`src/rtl/nrd_div_ctrl.sv`:
```
// nrd_div_ctrl -- sequencing controller for an unsigned non-restoring divider.
//
// Accepts a dividend/divisor pair on a start/done handshake, runs one
// non-restoring iteration per clock for WIDTH clocks, applies the final
// remainder correction, and holds quotient/remainder until the next done.
//
// Ports:
//   clk        rising-edge clock
//   rst        asynchronous reset, active-high
//   start      request, sampled only while idle
//   dividend   unsigned dividend, captured on the accepting edge
//   divisor    unsigned divisor, captured on the accepting edge
//   busy       high while an operation is in flight (decoded from state)
//   done       one-cycle pulse when quotient/remainder become valid
//   quotient   registered quotient, held until the next done
//   remainder  registered remainder, held until the next done
//   div_zero   divisor-was-zero flag, updated with done
//
// Build option: DIV_BY_ZERO_DETECT_EN -- when defined, a zero divisor is
// answered on the accepting edge (quotient all ones, remainder = dividend,
// div_zero = 1) without running the iteration. When undefined, a zero divisor
// runs the normal sequence, which naturally yields the same quotient and
// remainder, and div_zero stays 0.

module nrd_div_ctrl #(
  parameter int WIDTH = 32
) (
  input  logic             clk,
  input  logic             rst,
  input  logic             start,
  input  logic [WIDTH-1:0] dividend,
  input  logic [WIDTH-1:0] divisor,
  output logic             busy,
  output logic             done,
  output logic [WIDTH-1:0] quotient,
  output logic [WIDTH-1:0] remainder,
  output logic             div_zero
);

  localparam int CW = $clog2(WIDTH) + 1;

  typedef enum logic [1:0] {
    IDLE    = 2'd0,
    ITER    = 2'd1,
    CORRECT = 2'd2
  } state_t;

  state_t           state_r, state_nxt_s;
  logic [WIDTH:0]   a_r;
  logic [WIDTH-1:0] q_r;
  logic [WIDTH-1:0] m_r;
  logic [CW-1:0]    cnt_r;
  logic             done_r;
  logic [WIDTH-1:0] quotient_r;
  logic [WIDTH-1:0] remainder_r;
  logic             div_zero_r;

  logic [WIDTH:0]   m_ext_s;
  logic [WIDTH:0]   shift_s;
  logic [WIDTH:0]   a_step_s;
  logic [WIDTH:0]   a_corr_s;
  logic             last_iter_s;
  logic             zero_div_s;

  assign m_ext_s     = {1'b0, m_r};
  // Partial remainder shifted left with the next dividend bit pulled in from Q.
  assign shift_s     = {a_r[WIDTH-1:0], q_r[WIDTH-1]};
  assign last_iter_s = (cnt_r == CW'(WIDTH - 1));

`ifdef DIV_BY_ZERO_DETECT_EN
  assign zero_div_s = (divisor == {WIDTH{1'b0}});
`else
  assign zero_div_s = 1'b0;
`endif

  // Non-restoring step and final correction arithmetic (modulo 2^(WIDTH+1)).
  always_comb begin
    a_step_s = shift_s - m_ext_s;
    a_corr_s = a_r;
    if (a_r[WIDTH]) begin
      a_step_s = shift_s + m_ext_s;
      a_corr_s = a_r + m_ext_s;
    end else begin
      a_step_s = shift_s - m_ext_s;
      a_corr_s = a_r;
    end
  end

  // FSM state register.
  always_ff @(posedge clk or posedge rst) begin
    if (rst) begin
      state_r <= IDLE;
    end else begin
      state_r <= state_nxt_s;
    end
  end

  // FSM next-state decode.
  always_comb begin
    state_nxt_s = state_r;
    case (state_r)
      IDLE: begin
        // A zero divisor under detection is answered without leaving IDLE.
        if (start && !zero_div_s) begin
          state_nxt_s = ITER;
        end else begin
          state_nxt_s = IDLE;
        end
      end
      ITER: begin
        if (last_iter_s) begin
          state_nxt_s = CORRECT;
        end else begin
          state_nxt_s = ITER;
        end
      end
      CORRECT: state_nxt_s = IDLE;
      default: state_nxt_s = IDLE;
    endcase
  end

  // Datapath registers and result/handshake registers.
  always_ff @(posedge clk or posedge rst) begin
    if (rst) begin
      a_r         <= {(WIDTH+1){1'b0}};
      q_r         <= {WIDTH{1'b0}};
      m_r         <= {WIDTH{1'b0}};
      cnt_r       <= {CW{1'b0}};
      done_r      <= 1'b0;
      quotient_r  <= {WIDTH{1'b0}};
      remainder_r <= {WIDTH{1'b0}};
      div_zero_r  <= 1'b0;
    end else begin
      done_r <= 1'b0;
      case (state_r)
        IDLE: begin
          if (start) begin
            a_r   <= {(WIDTH+1){1'b0}};
            q_r   <= dividend;
            m_r   <= divisor;
            cnt_r <= {CW{1'b0}};
            if (zero_div_s) begin
              done_r      <= 1'b1;
              quotient_r  <= {WIDTH{1'b1}};
              remainder_r <= dividend;
              div_zero_r  <= 1'b1;
            end
          end
        end
        ITER: begin
          a_r   <= a_step_s;
          q_r   <= {q_r[WIDTH-2:0], ~a_step_s[WIDTH]};
          cnt_r <= cnt_r + CW'(1);
        end
        CORRECT: begin
          a_r         <= a_corr_s;
          quotient_r  <= q_r;
          remainder_r <= a_corr_s[WIDTH-1:0];
          done_r      <= 1'b1;
          div_zero_r  <= 1'b0;
        end
        default: begin
          done_r <= 1'b0;
        end
      endcase
    end
  end

  assign busy      = (state_r != IDLE);
  assign done      = done_r;
  assign quotient  = quotient_r;
  assign remainder = remainder_r;
  assign div_zero  = div_zero_r;

endmodule

```
`config.mk`:
```
export PLATFORM = sky130hd
export DESIGN_NAME = nrd_div_ctrl
export DESIGN_NICKNAME = d
export VERILOG_FILES = /design/src/rtl/nrd_div_ctrl.sv
export SDC_FILE = /design/constraint.sdc
export NUM_CORES = 1
export LEC_CHECK = 0
export ABC_AREA = 0
export ABC_CLOCK_PERIOD_IN_PS = 7300
export BUFFER_PORTS_ARGS = -buffer_cell sky130_fd_sc_hd__buf_2
export CAP_MARGIN = 10
export CORE_MARGIN = 4
export CORE_UTILIZATION = 28
export DETAILED_ROUTE_END_ITERATION = 16
export GPL_ROUTABILITY_DRIVEN = 0
export HOLD_SLACK_MARGIN = 0.02
export SYNTH_ARGS = -nofsm -noshare
export SYNTH_HDL_FRONTEND = slang
export SYNTH_SLANG_ARGS = --single-unit
```
`constraint.sdc`:
```
create_clock -name clk -period 7.3 [get_ports clk]
set_input_delay 1.46 -clock clk [delete_from_list [all_inputs] [get_ports clk]]
set_output_delay 1.46 -clock clk [all_outputs]
set_load 0.01 [all_outputs]
```
==> impl_metrics.csv, run 1 <==
group,metric,value,unit
floorplan,coreArea,38900,µm²
setup_path,cp.required,7.62,ns
cells_and_area,fill_cells,4087,
route,wl_met1,14300,µm
power_and_ir_drop,intPower,3.49,mW
sta,period_needed,5.22,ns
route,viasPerCell,5.11,
clock_network,cts_setup_buffers,0,
global_routing,grt_usage,15.0,%
sta,slew_headroom,30.7,%
cells_and_area,stdcell_count,1799,
logic_synthesis,synth_fp_nets,1304,
route,wl,31900,µm
route,drt_pass1_iterations,5,
setup_path,crit_path_end_kind,"register",
power_and_ir_drop,power.share.sequential,23.6,%
worst_hold_path,hp-class,"reg2reg",
floorplan,fp-row-count,72,
sta,drv_slew,0,
logic_synthesis,ys_seq_elements,170,
cells_and_area,seq_area,4260,µm²
power_and_ir_drop,ir_worst_vdd,0.233,mV
status,status,"finished, final reports clean",
route,drtIter0Drc,580,
logic_synthesis,synth_edf_count,0,
route,wl_per_cell,17.7,µm
floorplan,die_x,207,µm
placement,hpwlAfterDp,23500,µm
sta,hold-worst-slack,0.491,ns
clock_network,cts_sinks,170,
setup_path,cp_data_arrival_time,5.54,ns
power_and_ir_drop,p_clk_share,14.0,%
logic_synthesis,yosysSeqAreaShare,38.4,%
floorplan,ios,134,
setup_path,start_kind,"register",
setup_path,crit_type,"reg2reg",
sta,hold_violations,0,
clock_network,cts_resized,0,
clock_network,htreeDepth,4,
route,wl_met2,14500,µm
cells_and_area,drive_above_1_share,20.4,%
power_and_ir_drop,p_sw_share,46.8,%
sta,finalWorstSetupSlack,2.08,ns
floorplan,dieArea,42800,µm²
power_and_ir_drop,p_switching,3.07,mW
clock_network,max-clock-path-buffers,2,
sta,setup_viol,0,
global_routing,antenna_found_initial,3,
power_and_ir_drop,power.density,512,nW/µm²
route,wl_met3,2590,µm
clock_network,cts_tree,"built",
global_routing,grt_pass1_wl,51300,µm
logic_synthesis,async_reset_ff_share,100,%
setup_path,cp_max_fo,5,
sta,setup_tns,0,ns
job,maxCapViolations,0,
clock_network,root_buffer,"clkbuf_16",
placement,dp.cells,1766,
logic_synthesis,ys_types,72,
route,drtAntennaViolNets,0,
logic_synthesis,synth_top_flop_cell,"dfrtp_1",
floorplan,initial_utilization,28.5,%
clock_network,cts_buffers,17,
clock_network,clkTransAtPathRegs,0.07,ns
clock_network,ctsHoldBuffers,0,
route,drcViolationCount,0,
sta,worstMarginPinSlew,1.04,ns
route,top_layer,"met5",
route,vias,9192,
logic_synthesis,syn-instance-count,1166,
sta,fin_skew,0.0168,ns
logic_synthesis,avgSynthCellArea,9.50,µm²
cells_and_area,layout.nets,1405,
logic_synthesis,yosys_warnings,0,
global_routing,grt_max_degree,71,
clock_network,clk_latency,0.44,ns
cells_and_area,areaGrowthSynthToFinish,15.6,%
logic_synthesis,syn_area,11100,µm²
placement,pre_cts_slack,2.21,ns
global_routing,grt_overflow,0,
placement,io_buffers,132,
sta,fin_crit_sh,71.5,%
sta,max_clock_freq,0.192,GHz
floorplan,die_h,207,µm
sta,rsz0062_at_grt,"no",
power_and_ir_drop,pwr-share-comb,62.4,%
global_routing,grt_pass1_vias,9312,
power_and_ir_drop,p_leak,5.81,nW
cells_and_area,multi_input_area,6490,µm²
==> kinds of logic after synthesis <==
family,synth area share [%]
xor+xnor,7.19
other cells,0.0339
compound gates,19.6
fa+ha+maj,8.15
simple gates,11.6
mux,11.8
flops,38.4
buf+inv,3.29
==> sequential cells by signal (all words and copies together), names as in the netlist <==
signal and count:
m_r 32, remainder 32, state_r 2, a_r 33, done 1, cnt_r 6
q_r 32, quotient 32
==> critical path: stages, from the launching register on <==
cell,delay (ns)
dfrtp_1,0.44
nor2_1,0.23
nor4b_1,0.52
nand2_1,0.11
nor2_1,0.30
and2_1,0.23
nand2_1,0.13
nor3_1,0.67
a21oi_1,0.18
xor2_1,0.17
ha_1,0.36
o21ai_0,0.11
nor2_1,0.07
o31a_1,0.24
a211o_1,0.29
o41ai_2,0.29
o21bai_1,0.12
a21oi_2,0.16
xnor2_1,0.11
a221o_1,0.36
==> through the flow <==
stage	util, %	instance area, µm²	power (mW)
final	32.9	12800	6.56
after detailed placement	31.4	12200	5.59
after global placement	31.4	12200	5.53
after global routing	32.9	12800	7.12
after floorplan	-	11100	4.70
after CTS	32.9	12800	6.54
==> power by group through the flow <==
| stage | clock [mW] | combinational [mW] | sequential [mW] |
|---|---|---|---|
| 2_1_floorplan | 0 | 3.29 | 1.41 |
| 3_3_place_gp | 0 | 3.98 | 1.55 |
| 3_5_place_dp | 0 | 4.03 | 1.56 |
| 4_1_cts | 0.944 | 4.06 | 1.55 |
| 5_1_grt | 0.986 | 4.55 | 1.59 |
| 6_report | 0.921 | 4.09 | 1.55 |
==> synth_stat cells, types with 11 or more instances <==
| cell | number | area (µm²) |
|---|---|---|
| a21oi_1 | 98 | 490 |
| nand4_1 | 16 | 100 |
| inv_1 | 30 | 113 |
| xnor2_1 | 39 | 342 |
| a31oi_1 | 11 | 68.8 |
| nand3_1 | 23 | 115 |
| dfrtp_1 | 170 | 4250 |
| nand2_1 | 103 | 387 |
| o21ai_0 | 93 | 465 |
| nor3_1 | 14 | 70.1 |
| ha_1 | 69 | 863 |
| xor2_1 | 52 | 455 |
| clkbuf_1 | 45 | 169 |
| a21o_1 | 32 | 240 |
| nor2_1 | 89 | 334 |
| mux2i_1 | 54 | 541 |
| mux2_2 | 68 | 766 |
| o21a_1 | 12 | 90.1 |
==> per-layer routing <==
layer	vias up	GRT usage, %
li1	4425	-
met1	4443	19.9
met2	280	24.0
met3	40	4.86
met4	4	3.33
met5	-	0
==> layout make-up <==
class	count	share of cell area [%]
antenna	1	0.0195
clock buffer	21	3.44
clock inverter	11	1.05
inverter	31	0.947
multi-input combinational	907	50.6
sequential	170	33.2
tap	518	5.06
timing repair buffer	140	5.63
==> layout by cell type, fill, tap and decap left out, types with 10 or more instances in the layout <==
| cell type | synthesis | final |
|---|---|---|
| o21ai_0 | 93 | 93 |
| inv_1 | 30 | 29 |
| nand3_1 | 23 | 23 |
| buf_2 | 3 | 132 |
| a31oi_1 | 11 | 11 |
| a22oi_1 | 10 | 10 |
| mux2_2 | 68 | 68 |
| nor2_1 | 89 | 89 |
| a221o_1 | 10 | 10 |
| xnor2_1 | 39 | 39 |
| xor2_1 | 52 | 52 |
| a21oi_1 | 98 | 98 |
| nor3_1 | 14 | 14 |
| clkbuf_16 | 0 | 17 |
| o21a_1 | 12 | 12 |
| nand2_1 | 103 | 102 |
| mux2i_1 | 54 | 54 |
| a21o_1 | 32 | 32 |
| nand4_1 | 16 | 16 |
| dfrtp_1 | 170 | 169 |
| ha_1 | 69 | 67 |
==> final timing paths <==
path                       slack [ns]          from  depth (start not counted)            to
setup / recovery                 2.08        m_r[2]                         19       a_r[32]
hold / removal                   0.49  remainder[2]                          1  remainder[2]
setup reg to reg                 2.08        m_r[2]                         19       a_r[32]
hold reg to reg                  0.49  remainder[2]                          1  remainder[2]
max in group asynchronous        5.00           rst                          3       a_r[32]
min in group asynchronous        1.05           rst                          2   quotient[9]
No activity file was read; power rests on OpenSTA's default activity.
==> run 2: changes to the inputs <==
--- a/config.mk
+++ b/config.mk
@@ -6,7 +6,7 @@
 export NUM_CORES = 1
 export LEC_CHECK = 0
 export ABC_AREA = 0
-export ABC_CLOCK_PERIOD_IN_PS = 7300
+export ABC_CLOCK_PERIOD_IN_PS = 5100
 export BUFFER_PORTS_ARGS = -buffer_cell sky130_fd_sc_hd__buf_2
 export CAP_MARGIN = 10
 export CORE_MARGIN = 4
==> constraint.sdc (replaced) <==
create_clock -name clk -period 5.1 [get_ports clk]
set_input_delay 1.02 -clock clk [delete_from_list [all_inputs] [get_ports clk]]
set_output_delay 1.02 -clock clk [all_outputs]
set_load 0.01 [all_outputs]
==> run 2 against run 1 <==
Against the previous run:
- combinational power increased by 45%
- routed wire length increased by 0.51%
- die area unchanged
- register-to-register slack got worse by 1.5 ns
- count of clock-buffer cells in the layout decreased by 2
- first-iteration DRC count increased by 4.3%
- global-route usage decreased by 0.054 points
- fmax increased by 15%
- hold slack improved by 0.0030 ns
- critical endpoint unchanged
- largest cell class unchanged
==> impl_metrics.csv, run 2 (synthesis gave the netlist of run 1 again) <==
group,metric,value,unit
cells_and_area,top_register,"a_r",
global_routing,busiest_layer,"met2",
route,drtAntennaViolNets,0,
cells_and_area,layout_common_cells,"dfrtp_1 (169), buf_2 (132), nand2_1 (102)",
sta,slew_headroom,42.9,%
worst_hold_path,whs_endpoint,"remainder[2]",
global_routing,grt_usage,14.9,%
cells_and_area,final_common_cell,"dfrtp_1",
floorplan,fp-row-count,72,
cells_and_area,largest_register_ffs,33,
global_routing,grt_use_met1,20.3,%
setup_path,cp_max_fo,5,
clock_network,ctsHoldBuffers,0,
clock_network,cts_setup_buffers,0,
cells_and_area,drive_above_1_share,21.2,%
clock_network,cts_resized,0,
clock_network,cts_buffers,17,
setup_path,r2r_setup_slack,0.58,ns
global_routing,grt.met2_usage,23.3,%
power_and_ir_drop,p_leak,5.85,nW
global_routing,antenna_found_initial,4,
sta,fin_skew,0.0173,ns
power_and_ir_drop,intPower,4.94,mW
global_routing,grt_overflow,0,
global_routing,grt_max_degree,67,
sta,max_clock_freq,0.221,GHz
power_and_ir_drop,power.share.sequential,23.3,%
power_and_ir_drop,pwr-share-comb,62.9,%
sta,setup_viol,0,
power_and_ir_drop,p_sw_share,47.6,%
route,drcViolationCount,0,
sta,fin_crit_sh,88.7,%
setup_path,r2r_cells,19,
status,status,"finished, final reports clean",
setup_path,cp.required,5.43,ns
power_and_ir_drop,p_clk_share,13.7,%
clock_network,max-clock-path-buffers,2,
setup_path,r2r-end,"a_r[32]",
worst_hold_path,hp-class,"reg2reg",
clock_network,htreeDepth,4,
job,maxCapViolations,0,
global_routing,grt_pass1_wl,51000,µm
setup_path,crit_path_end_kind,"register",
route,vias,9227,
placement,io_buffers,132,
cells_and_area,final_util,33.1,%
worst_hold_path,whs_path_depth,1,
global_routing,met3_usage,4.78,%
setup_path,cp_data_arrival_time,4.85,ns
setup_path,reg2reg_from,"m_r[2]",
sta,worstMarginPinSlew,0.857,ns
sta,drv_slew,0,
route,wl,32000,µm
clock_network,clk_latency,0.44,ns
floorplan,die_x,207,µm
placement,place_area,12300,µm²
sta,setup_tns,0,ns
floorplan,die_h,207,µm
power_and_ir_drop,power.density,732,nW/µm²
cells_and_area,layout.nets,1413,
setup_path,crit_type,"reg2reg",
setup_path,start_kind,"register",
clock_network,cts_sinks,170,
placement,hpwlAfterDp,23500,µm
cells_and_area,areaGrowthSynthToFinish,16.2,%
clock_network,root_buffer,"clkbuf_16",
route,wl_per_cell,17.7,µm
floorplan,ios,134,
floorplan,coreArea,38900,µm²
worst_hold_path,min_from,"remainder[2]",
floorplan,dieArea,42800,µm²
route,viasPerCell,5.10,
sta,period_needed,4.52,ns
floorplan,initial_utilization,28.5,%
clock_network,clkTransAtPathRegs,0.08,ns
power_and_ir_drop,ir_worst_vdd,0.315,mV
cells_and_area,final_cell_area,12900,µm²
power_and_ir_drop,p_switching,4.49,mW
global_routing,grt_pass1_vias,9345,
route,drt_pass1_iterations,5,
route,drtIter0Drc,605,
sta,rsz0062_at_grt,"no",
sta,hold_violations,0,
clock_network,cts_tree,"built",
[run 2: power groups by stage]
stage	combinational, mW	clock [mW]	sequential [mW]
global route	6.56	1.38	2.25
global placement	5.73	0	2.20
floorplan	4.72	0	2.02
CTS	5.85	1.32	2.19
detailed placement	5.82	0	2.21
finish	5.93	1.29	2.20
[run 2: final cells by class]
type	count	area (µm²)
multi-input combinational	907	6490
inverter	31	120
timing repair buffer	148	781
antenna	2	5.00
tap	518	648
clock buffer	19	443
sequential	170	4260
clock inverter	13	129
fill	4021	26000
[run 2: critical path, cell delays in order, from the launching register on]
cell and delay (ns):
dfrtp_1 0.43, nor2_1 0.22, nor4b_2 0.33, nand2_1 0.11, nor2_1 0.30, and2_1 0.23, nand2_1 0.12, nor3_1 0.30
a21oi_1 0.12, xor2_1 0.15, ha_1 0.35, o21ai_0 0.09, nor2_1 0.08, o31a_1 0.24, a211o_1 0.29, o41ai_2 0.30
o21bai_1 0.13, a21oi_2 0.16, xnor2_1 0.09, a221o_1 0.35
[run 2: worst max path at each step]
stage	start	slack [ns]	to	depth (start not counted)
after floorplan	m_r[2]	1.00	a_r[32]	19
after global placement	m_r[2]	0.55	a_r[32]	19
final	m_r[2]	0.58	a_r[32]	19
after detailed placement	m_r[2]	0.50	a_r[32]	19
after CTS	m_r[2]	0.45	a_r[32]	19
after global routing	m_r[2]	0.10	a_r[32]	19
[run 2: per-stage QoR]
| stage | power, mW | setup WS, ns | cells | hold slack, ns |
|---|---|---|---|---|
| after floorplan | 6.73 | 1.00 | 1166 | 0.466 |
| after global placement | 7.93 | 0.550 | 1774 | 0.463 |
| after detailed placement | 8.03 | 0.498 | 1774 | 0.464 |
| after CTS | 9.36 | 0.454 | 1806 | 0.495 |
| after global routing | 10.2 | 0.102 | 1806 | 0.523 |
| final | 9.42 | 0.577 | 1808 | 0.494 |
[run 2: layer usage]
metal | share of wire, % | wire [µm] | up-vias
li1 | - | - | 4439
met5 | 0.11 | 34 | -
met1 | 46 | 14800 | 4459
met3 | 7.6 | 2420 | 45
met4 | 1.5 | 486 | 6
met2 | 45 | 14300 | 278
